## config.mk

```make
export PLATFORM = sky130hd
export DESIGN_NAME = run_length_monitor
export DESIGN_NICKNAME = d
export VERILOG_FILES = /design/src/rtl/run_length_monitor.sv
export SDC_FILE = /design/constraint.sdc
export NUM_CORES = 1
export LEC_CHECK = 0
export BUFFER_PORTS_ARGS = -buffer_cell sky130_fd_sc_hd__buf_2
export CAP_MARGIN = 5
export CORE_MARGIN = 3
export CORE_UTILIZATION = 50
export DETAILED_ROUTE_END_ITERATION = 10
export PLACE_DENSITY = 0.72
export SYNTH_ARGS = -nofsm -noshare
export SYNTH_HDL_FRONTEND = slang
export SYNTH_SLANG_ARGS = --single-unit
```

## constraint.sdc

```tcl
create_clock -name clk -period 4.9 [get_ports clk]
set_clock_uncertainty 0.2 [all_clocks]
set_input_delay 0.735 -clock clk [delete_from_list [all_inputs] [get_ports clk]]
set_output_delay 0.735 -clock clk [all_outputs]
set_load 0.01 [all_outputs]
```

## src/rtl/run_length_monitor.sv

```systemverilog
// Tracks the run length of consecutive identical valid samples. It also reports the
// longest run seen and pulses hit once when a run reaches THRESH repeats.
module run_length_monitor #(
    parameter int unsigned       WIDTH  = 8,
    parameter int unsigned       CNT_W  = 32,
    parameter logic [CNT_W-1:0]  THRESH = CNT_W'(4)
) (
    input  logic             clk,
    input  logic             rst,
    input  logic             in_valid,
    input  logic [WIDTH-1:0] val,
    input  logic             clear,
    output logic [WIDTH-1:0] run_val,
    output logic [CNT_W-1:0] run_cnt,
    output logic [CNT_W-1:0] max_run,
    output logic             primed,
    output logic             hit,
    output logic             sat
);

    typedef enum logic {
        EMPTY = 1'b0,
        TRACK = 1'b1
    } state_e;

    state_e            state_q;
    logic [WIDTH-1:0]  run_val_q;
    logic [CNT_W-1:0]  run_cnt_q;
    logic [CNT_W-1:0]  max_run_q;
    logic              hit_q;

    logic              repeat_c;
    logic              at_max_c;
    logic [CNT_W-1:0]  cnt_inc_c;
    logic [CNT_W-1:0]  run_cnt_d;

    // EMPTY holds no reference, so the first sample never counts as a repeat.
    always_comb begin
        repeat_c  = (state_q == TRACK) && (val == run_val_q);
        at_max_c  = &run_cnt_q;
        cnt_inc_c = at_max_c ? run_cnt_q : run_cnt_q + CNT_W'(1);
        run_cnt_d = repeat_c ? cnt_inc_c : '0;
    end

    // NOTE: state registers use non-blocking assignments so every register samples pre-edge values.
    always_ff @(posedge clk or posedge rst) begin
        if (rst) begin
            state_q   <= EMPTY;
            run_val_q <= '0;
            run_cnt_q <= '0;
            max_run_q <= '0;
            hit_q     <= 1'b0;
        end else if (clear) begin
            state_q   <= EMPTY;
            run_val_q <= '0;
            run_cnt_q <= '0;
            max_run_q <= '0;
            hit_q     <= 1'b0;
        end else begin
            hit_q <= 1'b0;
            if (in_valid) begin
                state_q   <= TRACK;
                run_val_q <= val;
                run_cnt_q <= run_cnt_d;
                if (run_cnt_d > max_run_q) begin
                    max_run_q <= run_cnt_d;
                end
                // A saturated counter is not incrementing, so hit cannot refire.
                hit_q <= repeat_c && !at_max_c && (cnt_inc_c == THRESH);
            end
        end
    end

    assign run_val = run_val_q;
    assign run_cnt = run_cnt_q;
    assign max_run = max_run_q;
    assign primed  = (state_q == TRACK);
    assign hit     = hit_q;
    assign sat     = &run_cnt_q;

endmodule

```

==> results.json <==
{
  "outcome": "finished clean",
  "p_int_uw": 937.7,
  "cts_buffer_depth": 2,
  "r2r_slack_ns": 0.35,
  "crit_path_start_kind": "flop",
  "async_flop_share_pct": 100.0,
  "grt_start_max_net_pins": 75,
  "cts_root_buf": "clkbuf_8",
  "syn-num-nets": 692,
  "reg2reg_from": "run_cnt[0]",
  "slew_headroom_pct": 37.01,
  "cp-end-kind": "flop",
  "max_freq_mhz": 219.8,
  "io_pins": 87,
  "synth_cells": 647,
  "synth_edf_count": 0,
  "vias": 5318,
  "gr-total-overflow": 0,
  "worstMarginPinSlew_ns": 0.9448,
  "sw_frac_of_total_pct": 23.54,
  "std_cell_rows": 37,
  "max-cap-violations": 0,
  "die_area_um2": 12300,
  "numCtsBuffers": 9,
  "r2r_end": "max_run[13]",
  "worstPathMaxFanout": 32,
  "dp_cells": 851,
  "cp.required_ns": 4.97,
  "drt_iter0_markers": 437,
  "syn-cell-area_um2": 5503,
  "ant_nets": 0,
  "wire_per_inst_um": 18.39,
  "vdd.ir_drop.worst_mv": 0.2867,
  "holdCritStartpoint": "primed",
  "setup-tns-final_ns": 0,
  "fin_cells": 868,
  "timing.final.max_slew_violations": 0,
  "synth.distinct_cells": 58,
  "core_um2": 10510,
  "pwr-share-seq_pct": 50.4,
  "cts.sinks": 74,
  "htree_num_levels": 3,
  "arrival_ns": 4.62,
  "power_frac_comb_pct": 5.3,
  "rsz0062_at_grt": "false",
  "switchingPower_uw": 288.6,
  "drc": 0,
  "ys_seq_area_share_pct": 33.65,
  "synth_area_per_cell_um2": 8.505,
  "fin_crit_ns": 4.550,
  "first_pass_iters": 5,
  "synthTopCellsByCount": "dfrtp_1 (74), nor2_1 (67), a21oi_1 (54)",
  "cts_tree": "built",
  "die_x_um": 110.9,
  "place_congestion": 0.9032,
  "area_delta_synth_final_pct": 16.89,
  "dpl.hpwl_um": 11800,
  "clk_pin_slew_ns": 0.09,
  "cp-startpoint": "run_cnt[0]",
  "yosys.area.top_type_share_pct": 33.65,
  "worstSetupPathType": "reg -> reg",
  "setup_violations": 0,
  "wl_um": 15960,
  "die_h_um": 110.9,
  "crit_end": "max_run[13]",
  "clk_latency_ns": 0.36,
  "grt_pass1_vias": 5156,
  "min_period_over_period_pct": 92.85,
  "power_leakage_uw": 0.002946,
  "layout-drive-gt1-share_pct": 21.99,
  "diodes": 0,
  "hold_violations": 0,
  "grt_pass1_wl_um": 26490,
  "reg2reg_depth": 15,
  "viasPerCell": 6.127,
  "yosysMostFrequentCell": "dfrtp_1",
  "power-per-cell-area_nw_per_um2": 190.6,
  "yosys.area.top_type": "dfrtp_1",
  "antenna_found_initial": 0,
  "nNetsFinal": 772,
  "grt_util_all_layers_pct": 26.02,
  "place.port_buffers": 86,
  "min_path_type": "reg -> reg",
  "synthTopCellsByArea": "dfrtp_1 (34%), ha_1 (7.5%), mux2i_1 (7.1%), a21oi_1 (4.9%), xnor2_1 (4.6%)",
  "clockPowerShare_pct": 44.3,
  "yosys_warnings": 0,
  "ys.flop_type": "dfrtp_1",
  "start_util_pct": 52.36,
  "synth_seq_cells": 74
}
[power by group through the flow]
stage | clock, uW | sequential (uW) | combinational, uW
2_1_floorplan | 0 | 632 | 42.8
3_3_place_gp | 0 | 630 | 63.9
3_5_place_dp | 0 | 630 | 65.6
4_1_cts | 550 | 618 | 65.6
5_1_grt | 575 | 619 | 72.4
6_report | 543 | 618 | 64.6
[critical path, stage by stage, from the launching register on]
cell	delay, ns
dfrtp_1	0.49
ha_1	0.28
nand3_4	0.14
nor4_4	0.49
nand3_4	0.19
nand4_1	0.24
xnor2_1	0.12
and2_1	0.18
ha_1	0.31
nand4_1	0.21
or3_1	0.39
o32ai_1	0.34
o21a_1	0.21
buf_4	0.32
o21ai_0	0.16
a21oi_1	0.18
[worst min-delay path by stage]
stage | end | slack, ns | cells after the start
after floorplan | primed | 0.35 | 2
after global placement | primed | 0.32 | 2
after detailed placement | primed | 0.31 | 2
after CTS | primed | 0.33 | 2
after global routing | max_run[21] | 0.38 | 2
final | primed | 0.32 | 2
[timing repair]
action,CTS,global route
resized for setup,0,3
hold buffers,0,0
endpoints found under the hold margin,0,0
endpoints found under the setup margin,0,30
setup buffers,0,1
[layout by cell type (no fill, tap or decap), types with 5 or more instances in the layout]
master / n
buf_2: 86
o21ai_0: 38
ha_1: 33
a21oi_1: 54
and3_1: 6
clkbuf_8: 10
dfrtp_1: 74
nand2b_1: 5
or3_1: 8
mux2i_1: 39
nor2_1: 67
buf_4: 32
and4_1: 5
o31ai_1: 8
a31oi_1: 7
nand3_1: 49
xnor2_1: 29
nor3_1: 7
inv_1: 37
nand2_1: 20
nand4_1: 24
a21o_1: 15
[cell type report]
class	count	area, um2
fill	908	4076
multi-input combinational	481	3301
sequential	74	1852
timing repair buffer	121	730.7
tap	136	170.2
inverter	40	151.4
clock buffer	10	137.6
clock inverter	6	90.09
[state kept, by name (all words and copies together) (netlist names)]
register	count
run_val	8
max_run	32
hit	1
primed	1
run_cnt	32
[logic make-up (layout without fill, tap and decap cells)]
| logic type | count (synthesis) | in the layout | synth area share [%] |
|---|---|---|---|
| DFF | 74 | 74 | 33.65 |
| and+or+nand+nor | 220 | 220 | 22.06 |
| AOI/OAI and AO/OA | 156 | 156 | 17.44 |
| muxes | 39 | 39 | 7.094 |
| adders and majority gates | 33 | 33 | 7.503 |
| xor gates and xnor gates | 33 | 33 | 5.252 |
| buffers and inverters | 92 | 177 | 7.003 |
[stage by stage]
stage                     hold slack, ns  setup WS (ns)  util, %  power (uW)  area, um2
after floorplan                   0.3531         0.8446        -       675.0       5503
after global placement            0.3187        0.05174    58.72       694.0       6171
after detailed placement          0.3125       -0.05161    58.72       696.0       6171
after CTS                         0.3329         0.2946    60.89        1234       6399
after global routing              0.3798        0.05877    61.21        1267       6432
final                             0.3237         0.3503    61.21        1226       6432
[routing by layer]
metal  global-route usage (%)  vias to the layer above  wire length (um)
li1                         -                     2499                 -
met1                    35.82                     2581              7001
met2                    42.84                      216              7599
met3                    4.585                       22              1135
met4                    5.911                        0               227
met5                        0                        -                 0
No activity file was read; power rests on OpenSTA's default activity.
